<file path="src/rtl/mcyc_ctrl.sv">
// Multi-cycle RV32I control FSM: fetch, decode, execute, memory, writeback.
// Define MCYC_CTRL_MISALIGN_TRAP_EN to trap on misaligned targets/accesses and bad opcodes.
module mcyc_ctrl #(
  parameter logic [31:0] RESET_PC = 32'h0000_0000,
  parameter int          ADDR_W   = 32
) (
  input  logic              clk,
  input  logic              rst,
  output logic              mem_req,
  output logic              mem_we,
  output logic [2:0]        mem_size,
  input  logic              mem_ready,
  input  logic [31:0]       mem_rdata,
  output logic [ADDR_W-1:0] mem_addr,
  output logic              addr_sel,
  output logic [3:0]        alu_ctrl,
  input  logic [31:0]       alu_result,
  input  logic              alu_zero,
  output logic [31:0]       imm,
  output logic              imm_sel,
  output logic [4:0]        regA_sel,
  output logic [4:0]        regB_sel,
  output logic [4:0]        regW_sel,
  output logic              reg_wen,
  output logic [1:0]        wb_sel,
  output logic [ADDR_W-1:0] pc,
  output logic [2:0]        state,
  output logic              instret,
  output logic              trap
);

  typedef enum logic [2:0] {
    FETCH  = 3'd0,
    DECODE = 3'd1,
    EXEC   = 3'd2,
    MEM    = 3'd3,
    WB     = 3'd4,
    TRAP   = 3'd5
  } state_e;

  localparam logic [ADDR_W-1:0] PcInit = RESET_PC[ADDR_W-1:0];

  state_e            state_q, state_d;
  logic [ADDR_W-1:0] pc_q, pc_d;
  logic [31:0]       ir_q, ir_d;

`ifdef MCYC_CTRL_MISALIGN_TRAP_EN
  localparam bit TrapEn = 1'b1;
  assign trap = (state_q == TRAP);
`else
  localparam bit TrapEn = 1'b0;
  assign trap = 1'b0;
`endif

  logic [6:0] opc;
  logic [2:0] f3;
  logic is_op, is_opimm, is_lui, is_auipc, is_ld, is_st;
  logic is_br, is_jal, is_jalr, is_alu, illegal, bad_f3;

  assign opc      = ir_q[6:0];
  assign f3       = ir_q[14:12];
  assign is_op    = (opc == 7'b0110011);
  assign is_opimm = (opc == 7'b0010011);
  assign is_lui   = (opc == 7'b0110111);
  assign is_auipc = (opc == 7'b0010111);
  assign is_ld    = (opc == 7'b0000011);
  assign is_st    = (opc == 7'b0100011);
  assign is_br    = (opc == 7'b1100011);
  assign is_jal   = (opc == 7'b1101111);
  assign is_jalr  = (opc == 7'b1100111);
  assign is_alu   = is_op | is_opimm | is_lui | is_auipc;
  assign illegal  = ~(is_alu | is_ld | is_st | is_br | is_jal | is_jalr);

  assign bad_f3 = (is_br & (f3[2:1] == 2'b01))
                | (is_ld & ((f3 == 3'b011) | (f3[2:1] == 2'b11)))
                | (is_st & ((f3 == 3'b011) | f3[2]))
                | (is_jalr & (f3 != 3'b000));

  assign regA_sel = is_lui ? 5'd0 : ir_q[19:15];
  assign regB_sel = ir_q[24:20];
  assign regW_sel = ir_q[11:7];
  assign imm_sel  = is_opimm | is_ld | is_st | is_jalr | is_lui;

  always_comb begin
    imm = 32'd0;
    unique case (1'b1)
      is_opimm, is_ld, is_jalr:
        imm = {{20{ir_q[31]}}, ir_q[31:20]};
      is_st:
        imm = {{20{ir_q[31]}}, ir_q[31:25], ir_q[11:7]};
      is_br:
        imm = {{19{ir_q[31]}}, ir_q[31], ir_q[7],
               ir_q[30:25], ir_q[11:8], 1'b0};
      is_lui, is_auipc:
        imm = {ir_q[31:12], 12'd0};
      is_jal:
        imm = {{11{ir_q[31]}}, ir_q[31], ir_q[19:12],
               ir_q[20], ir_q[30:21], 1'b0};
      default: imm = 32'd0;
    endcase
  end

  always_comb begin
    alu_ctrl = 4'b0000;
    if (is_op)
      alu_ctrl = {ir_q[30], f3};
    else if (is_opimm)
      alu_ctrl = (f3[1:0] == 2'b01) ? {ir_q[30], f3} : {1'b0, f3};
    else if (is_br)
      alu_ctrl = !f3[2] ? 4'b1000 : (f3[1] ? 4'b0011 : 4'b0010);
  end

  assign wb_sel = is_ld              ? 2'd1 :
                  (is_jal | is_jalr) ? 2'd2 :
                  is_auipc           ? 2'd3 : 2'd0;

  logic [ADDR_W-1:0] pc_inc, pc_imm, jmp_tgt;
  logic [31:0]       jalr_tgt;
  logic              taken, ls_mis;

  assign pc_inc   = pc_q + ADDR_W'(4);
  assign pc_imm   = pc_q + imm[ADDR_W-1:0];
  assign jalr_tgt = {alu_result[31:1], 1'b0};
  assign jmp_tgt  = is_jal ? pc_imm : jalr_tgt[ADDR_W-1:0];
  // Branch polarity: BEQ/BGE/BGEU take on zero, the others on non-zero.
  assign taken    = alu_zero ^ (f3[0] ^ f3[2]);
  assign ls_mis   = ((f3[1:0] == 2'b10) & (alu_result[1:0] != 2'b00))
                  | ((f3[1:0] == 2'b01) & alu_result[0]);

  always_comb begin
    state_d  = state_q;
    pc_d     = pc_q;
    ir_d     = ir_q;
    mem_req  = 1'b0;
    mem_we   = 1'b0;
    addr_sel = 1'b0;
    mem_size = 3'b010;
    reg_wen  = 1'b0;
    instret  = 1'b0;
    case (state_q)
      FETCH: begin
        mem_req = 1'b1;
        if (mem_ready) begin
          ir_d    = mem_rdata;
          state_d = DECODE;
        end
      end
      DECODE: state_d = EXEC;
      EXEC: begin
        if (TrapEn && illegal) begin
          state_d = TRAP;
        end else if (illegal || bad_f3) begin
          pc_d    = pc_inc;
          instret = 1'b1;
          state_d = FETCH;
        end else begin
          unique case (1'b1)
            is_alu: state_d = WB;
            is_ld, is_st:
              state_d = (TrapEn && ls_mis) ? TRAP : MEM;
            is_br: begin
              if (TrapEn && taken && (pc_imm[1:0] != 2'b00)) begin
                state_d = TRAP;
              end else begin
                pc_d    = taken ? pc_imm : pc_inc;
                instret = 1'b1;
                state_d = FETCH;
              end
            end
            is_jal, is_jalr: begin
              if (TrapEn && (jmp_tgt[1:0] != 2'b00)) begin
                state_d = TRAP;
              end else begin
                reg_wen = 1'b1;
                pc_d    = jmp_tgt;
                instret = 1'b1;
                state_d = FETCH;
              end
            end
            default: state_d = FETCH;
          endcase
        end
      end
      MEM: begin
        mem_req  = 1'b1;
        addr_sel = 1'b1;
        mem_size = f3;
        mem_we   = is_st;
        if (mem_ready) begin
          if (is_st) begin
            pc_d    = pc_inc;
            instret = 1'b1;
            state_d = FETCH;
          end else begin
            state_d = WB;
          end
        end
      end
      WB: begin
        reg_wen = 1'b1;
        pc_d    = pc_inc;
        instret = 1'b1;
        state_d = FETCH;
      end
      TRAP: state_d = TRAP;
      default: state_d = FETCH;
    endcase
    // An access in flight when reset hits is dropped without side effects.
    if (rst) begin
      mem_req = 1'b0;
      mem_we  = 1'b0;
      reg_wen = 1'b0;
      instret = 1'b0;
    end
  end

  always_ff @(posedge clk) begin
    if (rst) begin
      state_q <= FETCH;
      pc_q    <= PcInit;
      ir_q    <= 32'd0;
    end else begin
      state_q <= state_d;
      pc_q    <= pc_d;
      ir_q    <= ir_d;
    end
  end

  assign mem_addr = addr_sel ? alu_result[ADDR_W-1:0] : pc_q;
  assign pc       = pc_q;
  assign state    = state_q;

endmodule

</file>
<file path="config.mk">
export PLATFORM = sky130hd
export DESIGN_NAME = mcyc_ctrl
export DESIGN_NICKNAME = d
export VERILOG_FILES = /design/src/rtl/mcyc_ctrl.sv
export SDC_FILE = /design/constraint.sdc
export NUM_CORES = 1
export LEC_CHECK = 0
export BUFFER_PORTS_ARGS = -buffer_cell sky130_fd_sc_hd__buf_2
export CAP_MARGIN = 25
export CORE_MARGIN = 2
export CORE_UTILIZATION = 36
export DETAILED_ROUTE_END_ITERATION = 8
export PLACE_DENSITY = 0.68
export SLEW_MARGIN = 20
export SYNTH_ARGS = -nofsm -noshare
export SYNTH_HDL_FRONTEND = slang
export SYNTH_SLANG_ARGS = --single-unit
export TNS_END_PERCENT = 100
</file>
<file path="constraint.sdc">
create_clock -name clk -period 5.2 [get_ports clk]
set_input_delay 0 -clock clk [delete_from_list [all_inputs] [get_ports clk]]
set_output_delay 0 -clock clk [all_outputs]
set_load 0.02 [all_outputs]
</file>
==> flow_metrics.py, run 1 <==
metrics = {
    "sta": {
        "finalWorstSetupSlack_ns": 0.476,
        "drv_slew": 0,
        "tightest_slew_ns": 1.07,
        "slew_headroom_pct": 28.1,
        "period_share_pct": 90.8,
        "fin_worst_skew_ns": 0.00888,
        "finalSetupViolCount": 0,
        "final-hold-violation-count": 0,
        "tns_ns": 0,
        "clock.fmax_mhz": 212,
        "finalCriticalPeriod_ns": 4.72,
        "rsz0062_at_grt": "no",
    },
    "route": {
        "dr_wl_met3_um": 2370,
        "drt-met1-wl_um": 11600,
        "vias": 8027,
        "viasPerCell": 5.87,
        "detail_route.drc_violations": 0,
        "routed_wl_um": 27000,
        "wl_met2_um": 12200,
        "wl_per_cell_um": 19.8,
        "drtPass1Iterations": 5,
        "drt_iter0_drc": 603,
        "drt.antenna.violating_nets": 0,
        "top_layer": "met4",
    },
    "synthesis": {
        "synth_top_cell_by_area": "dfxtp_1",
        "synth_area_mm2": 0.00642,
        "syn_inst": 944,
        "synth_top_area_share_pct": 20.9,
        "synth_edf_count": 0,
        "synth_seq_cells": 67,
        "synthTopCellsByArea": "dfxtp_1 21%, nand2_1 12%, a21oi_1 7.6%, ha_1 6.2%, a21o_1 4.1%",
        "async_flop_share_pct": 0,
        "synth.top_cells.by_count": "208 x nand2_1, 98 x a21oi_1, 67 x dfxtp_1, 60 x nor2_1, 43 x clkbuf_1",
        "synth_cell_types": 76,
        "synth.net_count": 1045,
        "yosys_warnings": 0,
        "synth_ff_type": "dfxtp_1",
        "yosysMostFrequentCell": "nand2_1",
        "syn_area_per_cell_um2": 6.80,
        "seq_area_frac_synth_pct": 20.9,
    },
    "global_route": {
        "grt_pass1_vias": 7241,
        "grt.overflow.total": 0,
        "grt_pass1_wl_um": 40700,
        "track_usage_pct": 28.2,
        "grt_antenna_before_repair": 0,
        "grt_max_degree": 61,
    },
    "setup_path": {
        "reg2reg_setup_slack_ns": 0.48,
        "required_ns": 5.48,
        "crit_fanout": 12,
        "critPathKind": "flop to flop",
        "endpoint_kind": "flop",
        "r2r-start": "ir_q[0]$_SDFFE_PP0P_",
        "regToRegEndpoint": "pc[28]$_SDFFE_PP0P_",
        "crit_top_cell": "nor2_1",
        "critical-path-max-stage-delay_ns": 0.70,
        "crit_slowest_cell": "o41ai_1",
        "worstPathCellList": "nand2_1, nor2_1, nand2_1, nor2_1, nor2_1, nor2b_1, a21o_1, ha_1, nand2_1, nor2_1, nor4_1, o41ai_1, a31o_2, nor4_1, or3_1, a21oi_1",
        "startpoint_type": "flop",
        "cp.arrival_ns": 5.00,
        "reg2reg_depth": 16,
    },
    "power_and_ir_drop": {
        "cellLeakagePower_nw": 3.89,
        "power_frac_comb_pct": 18.9,
        "power.clock.fraction_pct": 41.9,
        "switching_share_pct": 31.3,
        "ir_drop_mv": 0.151,
        "p_total_mw": 1.48,
        "p_sw_mw": 0.463,
        "p_per_area_mw_per_mm2": 181,
        "seqPwrFrac_pct": 39.2,
        "intPower_mw": 1.02,
    },
    "clock_tree": {
        "clk_latency_ns": 0.35,
        "cts_resized": 0,
        "cts.clk_slew.worst_paths_ns": 0.06,
        "htreeDepth": 3,
        "cts_sinks": 67,
        "numCtsBuffers": 9,
        "clockBufferDepth": 2,
        "cts_tree": "yes",
        "ctsRootBufferMaster": "clkbuf_16",
    },
    "worst_hold_path": {
        "hp-start": "mem_ready",
        "hold_depth": 3,
        "hold_path_class": "primary input to flop",
        "holdPathEnd": "state[1]$_SDFFE_PP0P_",
    },
    "floorplan": {
        "coreArea_mm2": 0.0174,
        "boundaryPins": 198,
        "initial_core_util_pct": 37.0,
        "placementRows": 48,
        "fp.dieH_um": 138,
        "die-area_mm2": 0.0189,
        "die_x_um": 138,
    },
    "place": {
        "pre_cts_slack_ns": 0.649,
        "post-place-cells": 1311,
        "finalWeightedCongestion": 0.947,
        "numPortBuffers": 196,
        "dp_hpwl_um": 20300,
    },
    "cells_and_area": {
        "stdcell_count": 1368,
        "syn_to_final_growth_pct": 27.6,
        "postLayoutCoreUtil_pct": 47.2,
        "fin_nets": 1240,
        "drive_above_1_share_pct": 21.6,
        "antenna_cells": 0,
    },
    "status": {
        "outcome": "completed",
    },
    "flow_run": {
        "max-cap-violations": 0,
    },
}
==> power groups by stage <==
| stage | logic (mW) | clock network [mW] | registers [mW] |
|---|---|---|---|
| final | 0.280 | 0.621 | 0.579 |
| after global routing | 0.304 | 0.654 | 0.582 |
| after CTS | 0.278 | 0.631 | 0.578 |
| after detailed placement | 0.254 | 0 | 0.589 |
| after global placement | 0.254 | 0 | 0.589 |
| after floorplan | 0.168 | 0 | 0.569 |
==> area by class of cell <==
type	count	area [um^2]
inverter	15	56.3
timing repair buffer	254	1520
clock inverter	6	67.6
clock buffer	9	225
tap	225	282
multi-input combinational	792	4700
sequential	67	1340
fill	1793	9170
==> metal layers <==
metal / up-vias / GRT usage (%)
met1: 3748 / 36.8
met2: 406 / 44.4
met4: 0 / 13.0
met3: 58 / 6.11
li1: 3815 / -
met5: - / 0
==> cells by family (layout without fill, tap and decap cells) <==
group | Yosys count | after routing | synth area share, %
AND/OR/NAND/NOR | 428 | 428 | 31.0
AO/OA/AOI/OAI | 294 | 294 | 30.5
buffers and inverters | 85 | 284 | 5.98
flip-flops | 67 | 67 | 20.9
adder cells (fa/ha/maj) | 33 | 33 | 6.55
XOR/XNOR | 32 | 32 | 4.37
multiplexers | 4 | 4 | 0.643
other | 1 | 1 | 0.0584
==> flip-flops by register name, indices dropped and copies added, names as in the netlist <==
name,count
ir_q,32
pc,32
state,3
==> placed cells by master (no fill, tap or decap), drive strengths merged, types with 11 or more instances in the layout <==
| master | Yosys | final |
|---|---|---|
| a221oi | 12 | 12 |
| o21ai | 43 | 43 |
| or3 | 11 | 11 |
| nor2b | 15 | 15 |
| and3 | 13 | 13 |
| nor2 | 61 | 61 |
| a21oi | 99 | 99 |
| and2 | 14 | 14 |
| dfxtp | 67 | 67 |
| inv | 15 | 15 |
| a21o | 35 | 35 |
| nand2 | 210 | 210 |
| nand4 | 22 | 22 |
| nand3 | 27 | 27 |
| dlygate4sd3 | 0 | 42 |
| nor3 | 19 | 19 |
| buf | 27 | 212 |
| a31oi | 12 | 12 |
| ha | 32 | 32 |
| xnor2 | 22 | 22 |
==> timing repair <==
action	CTS	global route
setup endpoints to repair	0	0
setup buffers	0	0
hold buffers	42	0
hold endpoints to repair	42	0
==> worst max path at each step <==
stage / start / to / slack [ns] / cells past startpoint
global route: ir_q[5]$_SDFFE_PP0P_ / pc[28]$_SDFFE_PP0P_ / 0.17 / 15
global placement: ir_q[5]$_SDFFE_PP0P_ / pc[28]$_SDFFE_PP0P_ / 0.67 / 15
CTS: ir_q[0]$_SDFFE_PP0P_ / pc[28]$_SDFFE_PP0P_ / 0.62 / 16
floorplan: ir_q[5]$_SDFFE_PP0P_ / pc[31]$_SDFFE_PP0P_ / 1.20 / 18
detailed placement: ir_q[0]$_SDFFE_PP0P_ / pc[28]$_SDFFE_PP0P_ / 0.65 / 16
finish: ir_q[0]$_SDFFE_PP0P_ / pc[28]$_SDFFE_PP0P_ / 0.48 / 16
==> worst max-delay path: cells and delay by family (launching register included) <==
family,cells,cell delay (ns)
fa+ha+maj,1,0.39
flops,1,0.40
compound gates,4,1.28
simple gates,11,2.58
==> per-stage QoR <==
| step | hold slack (ns) | cell area (um^2) |
|---|---|---|
| 2_1_floorplan | 0.136 | 6420 |
| 3_3_place_gp | 0.245 | 7480 |
| 3_5_place_dp | 0.247 | 7480 |
| 4_1_cts | 0.0186 | 8190 |
| 5_1_grt | 0.0438 | 8190 |
| 6_report | 0.0392 | 8190 |
(Power assumes the default switching activity.)
==> inputs of run 2 (changes only) <==
--- a/config.mk
+++ b/config.mk
@@ -7,10 +7,12 @@
 export LEC_CHECK = 0
 export BUFFER_PORTS_ARGS = -buffer_cell sky130_fd_sc_hd__buf_2
 export CAP_MARGIN = 25
+export CELL_PAD_IN_SITES_DETAIL_PLACEMENT = 1
+export CELL_PAD_IN_SITES_GLOBAL_PLACEMENT = 2
 export CORE_MARGIN = 2
-export CORE_UTILIZATION = 36
+export CORE_UTILIZATION = 28
 export DETAILED_ROUTE_END_ITERATION = 8
-export PLACE_DENSITY = 0.68
+export PLACE_DENSITY = 0.9
 export SLEW_MARGIN = 20
 export SYNTH_ARGS = -nofsm -noshare
 export SYNTH_HDL_FRONTEND = slang
==> flow_metrics.py, run 2 (synthesized netlist as in run 1, its figures left out) <==
metrics = {
    "sta": {
        "period_share_pct": 89.6,
        "slew_headroom_pct": 38.2,
        "drv_slew": 0,
        "clock.fmax_mhz": 215,
        "finalCriticalPeriod_ns": 4.66,
        "finalSetupViolCount": 0,
        "tightest_slew_ns": 0.927,
        "final-hold-violation-count": 0,
        "finalWorstSetupSlack_ns": 0.543,
        "fin_worst_skew_ns": 0.00992,
        "rsz0062_at_grt": "no",
        "tns_ns": 0,
    },
    "global_route": {
        "grt.overflow.total": 0,
        "top_usage_layer": "met2",
        "grtUsageMet3_pct": 3.48,
        "track_usage_pct": 25.6,
        "grt_antenna_before_repair": 0,
        "grt_max_degree": 61,
        "grt_pass1_wl_um": 47700,
        "grt_use_met2_pct": 43.3,
        "grt_pass1_vias": 8022,
        "gr-usage-met1_pct": 33.5,
    },
    "clock_tree": {
        "cts_sinks": 67,
        "cts.clk_slew.worst_paths_ns": 0.07,
        "cts_setup_buffers": 0,
        "clk_latency_ns": 0.35,
        "numCtsBuffers": 9,
        "cts_tree": "yes",
        "htreeDepth": 3,
        "clockBufferDepth": 2,
        "ctsRootBufferMaster": "clkbuf_16",
    },
    "cells_and_area": {
        "layout_commonest_cell": "nand2_1",
        "design_area_mm2": 0.00828,
        "postLayoutCoreUtil_pct": 36.7,
        "fin_nets": 1240,
        "drive_above_1_share_pct": 22.2,
        "syn_to_final_growth_pct": 29.0,
        "final_cell_mix": "208 x nand2_1, 196 x buf_2, 98 x a21oi_1",
        "antenna_cells": 0,
    },
    "route": {
        "vias": 8101,
        "wl_per_cell_um": 22.0,
        "drtPass1Iterations": 5,
        "routed_wl_um": 31500,
        "viasPerCell": 5.67,
        "detail_route.drc_violations": 0,
        "drt_iter0_drc": 519,
        "drt.antenna.violating_nets": 0,
    },
    "floorplan": {
        "die_x_um": 155,
        "placementRows": 55,
        "coreArea_mm2": 0.0226,
        "fp.dieH_um": 155,
        "boundaryPins": 198,
        "die-area_mm2": 0.0242,
        "initial_core_util_pct": 28.4,
    },
    "place": {
        "numPortBuffers": 196,
        "finalWeightedCongestion": 0.929,
        "pre_cts_slack_ns": 0.468,
        "dp_hpwl_um": 24100,
        "dpl_cell_area_mm2": 0.00759,
    },
    "power_and_ir_drop": {
        "cellLeakagePower_nw": 3.91,
        "power_frac_comb_pct": 18.4,
        "power.clock.fraction_pct": 44.6,
        "seqPwrFrac_pct": 37.0,
        "intPower_mw": 1.07,
        "switching_share_pct": 31.7,
        "p_per_area_mw_per_mm2": 189,
        "p_sw_mw": 0.497,
        "ir_drop_mv": 0.134,
    },
    "setup_path": {
        "startpoint_type": "flop",
        "crit_fanout": 13,
        "endpoint_kind": "flop",
        "critPathKind": "flop to flop",
        "required_ns": 5.45,
        "cp.arrival_ns": 4.91,
    },
    "worst_hold_path": {
        "hold_path_class": "primary input to flop",
    },
    "flow_run": {
        "max-cap-violations": 0,
    },
    "status": {
        "outcome": "completed",
    },
}
==> run 2: changes by cell type in the layout (fill, tap and decap cells not counted), sizes merged <==
| cell | delta |
|---|---|
| inv | +1 |
| clkinv | -1 |
| dlygate4sd3 | -6 |
| buf | +6 |
| bufinv | +1 |
==> run 2: repair_timing <==
item | in CTS | in global routing
hold buffers | 36 | 0
hold endpoints to repair | 36 | 0
gates resized for setup | 0 | 1
endpoints found under the setup margin | 0 | 1
==> run 2: final cells by class <==
class                      count  area, um^2
clock buffer                   9         225
inverter                      15        56.3
multi-input combinational    792        4700
sequential                    67        1340
timing repair buffer         254        1510
fill                        2916       14300
tap                          285         357
clock inverter                 7         101
==> run 2: power groups by stage <==
| stage | logic, mW | registers [mW] | clock network [mW] |
|---|---|---|---|
| floorplan | 0.168 | 0.569 | 0 |
| global placement | 0.263 | 0.591 | 0 |
| detailed placement | 0.264 | 0.591 | 0 |
| CTS | 0.286 | 0.580 | 0.712 |
| global route | 0.313 | 0.583 | 0.726 |
| finish | 0.288 | 0.580 | 0.699 |
==> run 2: metrics by stage <==
stage,power (mW),hold WS (ns),cells
3_5_place_dp,0.855,0.249,1377
3_3_place_gp,0.854,0.242,1377
4_1_cts,1.58,0.000440,1429
5_1_grt,1.62,0.0248,1429
6_report,1.57,0.0000781,1429
2_1_floorplan,0.738,0.136,944
==> run 2: path summary, 6_finish.rpt <==
kind | startpoint | to | slack [ns] | cells past startpoint
min | alu_result[24] | pc[24]$_SDFFE_PP0P_ | 0.00008 | 3
min reg2reg | ir_q[17]$_SDFFE_PP0P_ | ir_q[17]$_SDFFE_PP0P_ | 0.48 | 2
max | ir_q[1]$_SDFFE_PP0P_ | pc[31]$_SDFFE_PP0P_ | 0.54 | 15
max reg2reg | ir_q[1]$_SDFFE_PP0P_ | pc[31]$_SDFFE_PP0P_ | 0.54 | 15
==> run 2: layer usage <==
layer	vias up	share of wire, %
met5	-	0
li1	3804	-
met2	287	47
met3	52	5.8
met4	0	2.9
met1	3958	44
==> run 2: critical path, cell delays in order (launching register included) <==
cell	delay (ns)
dfxtp_1	0.40
nand2_1	0.15
nor2_1	0.31
and3_1	0.52
inv_1	0.10
o21ai_1	0.40
a21o_1	0.26
ha_1	0.37
a21oi_1	0.37
nand2_1	0.09
a221o_1	0.41
and3b_1	0.22
o31ai_1	0.50
xnor2_1	0.18
nand2_1	0.07
a221oi_1	0.23
==> inputs of run 3 (changes only) <==
--- a/config.mk
+++ b/config.mk
@@ -5,13 +5,15 @@
 export SDC_FILE = /design/constraint.sdc
 export NUM_CORES = 1
 export LEC_CHECK = 0
-export BUFFER_PORTS_ARGS = -buffer_cell sky130_fd_sc_hd__buf_2
+export BUFFER_PORTS_ARGS = -buffer_cell sky130_fd_sc_hd__buf_4
 export CAP_MARGIN = 25
 export CELL_PAD_IN_SITES_DETAIL_PLACEMENT = 1
 export CELL_PAD_IN_SITES_GLOBAL_PLACEMENT = 2
+export CORE_ASPECT_RATIO = 0.5
 export CORE_MARGIN = 2
 export CORE_UTILIZATION = 28
 export DETAILED_ROUTE_END_ITERATION = 8
+export GPL_TIMING_DRIVEN = 0
 export PLACE_DENSITY = 0.9
 export SLEW_MARGIN = 20
 export SYNTH_ARGS = -nofsm -noshare
==> flow_metrics.py, run 3 (synthesized netlist as in run 1, its figures left out) <==
metrics = {
    "setup_path": {
        "crit_fanout": 10,
        "critPathKind": "flop to flop",
        "required_ns": 5.49,
        "critPathTopFamily": "compound AO/OA/AOI/OAI gates",
        "cp.arrival_ns": 5.06,
        "startpoint_type": "flop",
        "endpoint_kind": "flop",
        "worstPathCellList": "buf_2, and3b_1, nand3_1, clkbuf_2, nand2_1, a22o_1, ha_1, fa_1, a21o_1, a221oi_2, nor4_1, o311ai_2, a21oi_1, o31a_1, or3_1, a21oi_1",
        "crit_top_cell": "a21oi_1",
        "crit_slowest_cell": "o311ai_2",
        "critical-path-max-stage-delay_ns": 0.50,
        "cp_num_cells": 16,
        "reg2reg_depth": 16,
        "crit_buf_inv": 2,
    },
    "power_and_ir_drop": {
        "cellLeakagePower_nw": 4.06,
        "ir_drop_mv": 0.124,
        "p_per_area_mw_per_mm2": 171,
        "p_total_mw": 1.54,
    },
    "clock_tree": {
        "clockBufferDepth": 2,
        "numCtsBuffers": 9,
        "clk_latency_ns": 0.35,
        "cts_setup_buffers": 0,
        "ctsRootBufferMaster": "clkbuf_16",
        "cts_tree": "yes",
        "cts_sinks": 67,
        "cts.clk_slew.worst_paths_ns": 0.06,
        "htreeDepth": 3,
    },
    "worst_hold_path": {
        "hold_depth": 3,
        "hold_path_class": "primary input to flop",
    },
    "flow_run": {
        "max-cap-violations": 0,
    },
    "floorplan": {
        "placementRows": 39,
        "initial_core_util_pct": 28.3,
        "die_x_um": 218,
        "die-area_mm2": 0.0242,
        "fp.dieH_um": 111,
        "boundaryPins": 198,
        "coreArea_mm2": 0.0226,
    },
    "sta": {
        "drv_slew": 0,
        "rsz0062_at_grt": "no",
        "period_share_pct": 91.8,
        "slew_headroom_pct": 28.6,
        "tightest_slew_ns": 1.06,
        "final-hold-violation-count": 0,
        "finalCriticalPeriod_ns": 4.77,
        "tns_ns": 0,
        "clock.fmax_mhz": 209,
        "holdWs_ns": 0.0104,
        "fin_worst_skew_ns": 0.00959,
        "finalWorstSetupSlack_ns": 0.425,
        "finalSetupViolCount": 0,
    },
    "place": {
        "finalWeightedCongestion": 0.913,
        "numPortBuffers": 195,
        "dp_hpwl_um": 26400,
        "pre_cts_slack_ns": 0.211,
        "dpl_cell_area_mm2": 0.00828,
    },
    "cells_and_area": {
        "drive_above_1_share_pct": 21.6,
        "seq_area_mm2": 0.00134,
        "syn_to_final_growth_pct": 40.5,
        "nFillCells": 2899,
        "antenna_cells": 0,
        "fin_nets": 1295,
        "design_area_mm2": 0.00902,
        "final_cell_mix": "208 x nand2_1, 208 x buf_4, 98 x a21oi_1",
        "multi_input_area_mm2": 0.00472,
    },
    "global_route": {
        "grt_antenna_before_repair": 0,
        "track_usage_pct": 27.6,
        "grt_pass1_wl_um": 51400,
        "grt_max_degree": 12,
        "grt_pass1_vias": 8653,
        "grt.overflow.total": 0,
    },
    "route": {
        "viasPerCell": 5.62,
        "detail_route.drc_violations": 0,
        "wl_per_cell_um": 22.3,
        "drt_iter0_drc": 665,
        "vias": 8463,
        "drt.antenna.violating_nets": 0,
        "routed_wl_um": 33500,
        "drtPass1Iterations": 4,
    },
    "status": {
        "outcome": "completed",
    },
}
-- run 3: cell types whose count changed in the layout (fill, tap and decap cells not counted), moves of 2 or more --
cell,before,now
clkinv_2,0,3
clkbuf_2,0,3
clkinvlp_4,2,0
nor3_1,19,17
dlygate4sd3_1,36,43
buf_4,22,208
buf_2,196,10
buf_1,0,4
nor3_2,0,2
clkbuf_1,0,42
-- run 3: final timing paths --
check / end / from / slack (ns)
max reg2reg: pc[28]$_SDFFE_PP0P_ / ir_q[4]$_SDFFE_PP0P_ / 0.43
max: pc[28]$_SDFFE_PP0P_ / ir_q[4]$_SDFFE_PP0P_ / 0.43
min: pc[27]$_SDFFE_PP0P_ / alu_result[27] / 0.01
min reg2reg: ir_q[25]$_SDFFE_PP0P_ / ir_q[25]$_SDFFE_PP0P_ / 0.48
-- run 3: worst reg2reg max path: stages, from the launching register on --
cell	delay, ns
dfxtp_1	0.37
buf_2	0.24
and3b_1	0.26
nand3_1	0.19
clkbuf_2	0.33
nand2_1	0.09
a22o_1	0.23
ha_1	0.24
fa_1	0.41
a21o_1	0.20
a221oi_2	0.48
nor4_1	0.16
o311ai_2	0.50
a21oi_1	0.18
o31a_1	0.29
or3_1	0.36
a21oi_1	0.16
-- run 3: timing repair --
item / CTS / global route
resized for setup: 0 / 8
hold endpoints to repair: 43 / 0
endpoints found under the setup margin: 0 / 8
hold buffers: 43 / 0
-- run 3: power breakdown --
| part | total (mW) | internal [mW] | switching (mW) |
|---|---|---|---|
| combinational | 0.349 | 0.145 | 0.204 |
| clock | 0.630 | 0.370 | 0.259 |
| sequential | 0.566 | 0.535 | 0.0301 |
-- run 3: cell type report --
type,instances,share of cell area [%]
clock inverters,5,0.597
inverters,15,0.624
clock buffers,11,2.58
plain buffers,70,3.68
multi-input cells,792,52.3
well taps,307,4.26
flip-flops and latches,67,14.9
repair buffers,239,21.1
-- run 3: per-layer routing --
metal | vias up | GRT usage (%) | part of all wire, %
li1 | 3925 | - | -
met1 | 4205 | 36.8 | 45
met2 | 286 | 45.8 | 48
met3 | 47 | 4.77 | 5.7
met4 | 0 | 7.44 | 1.9
met5 | - | 0 | 0
-- run 3: metrics by stage --
step,std cells,utilization [%]
floorplan,944,-
global placement,1446,36.5
detailed placement,1447,36.6
CTS,1506,39.8
global route,1506,39.8
finish,1506,39.8
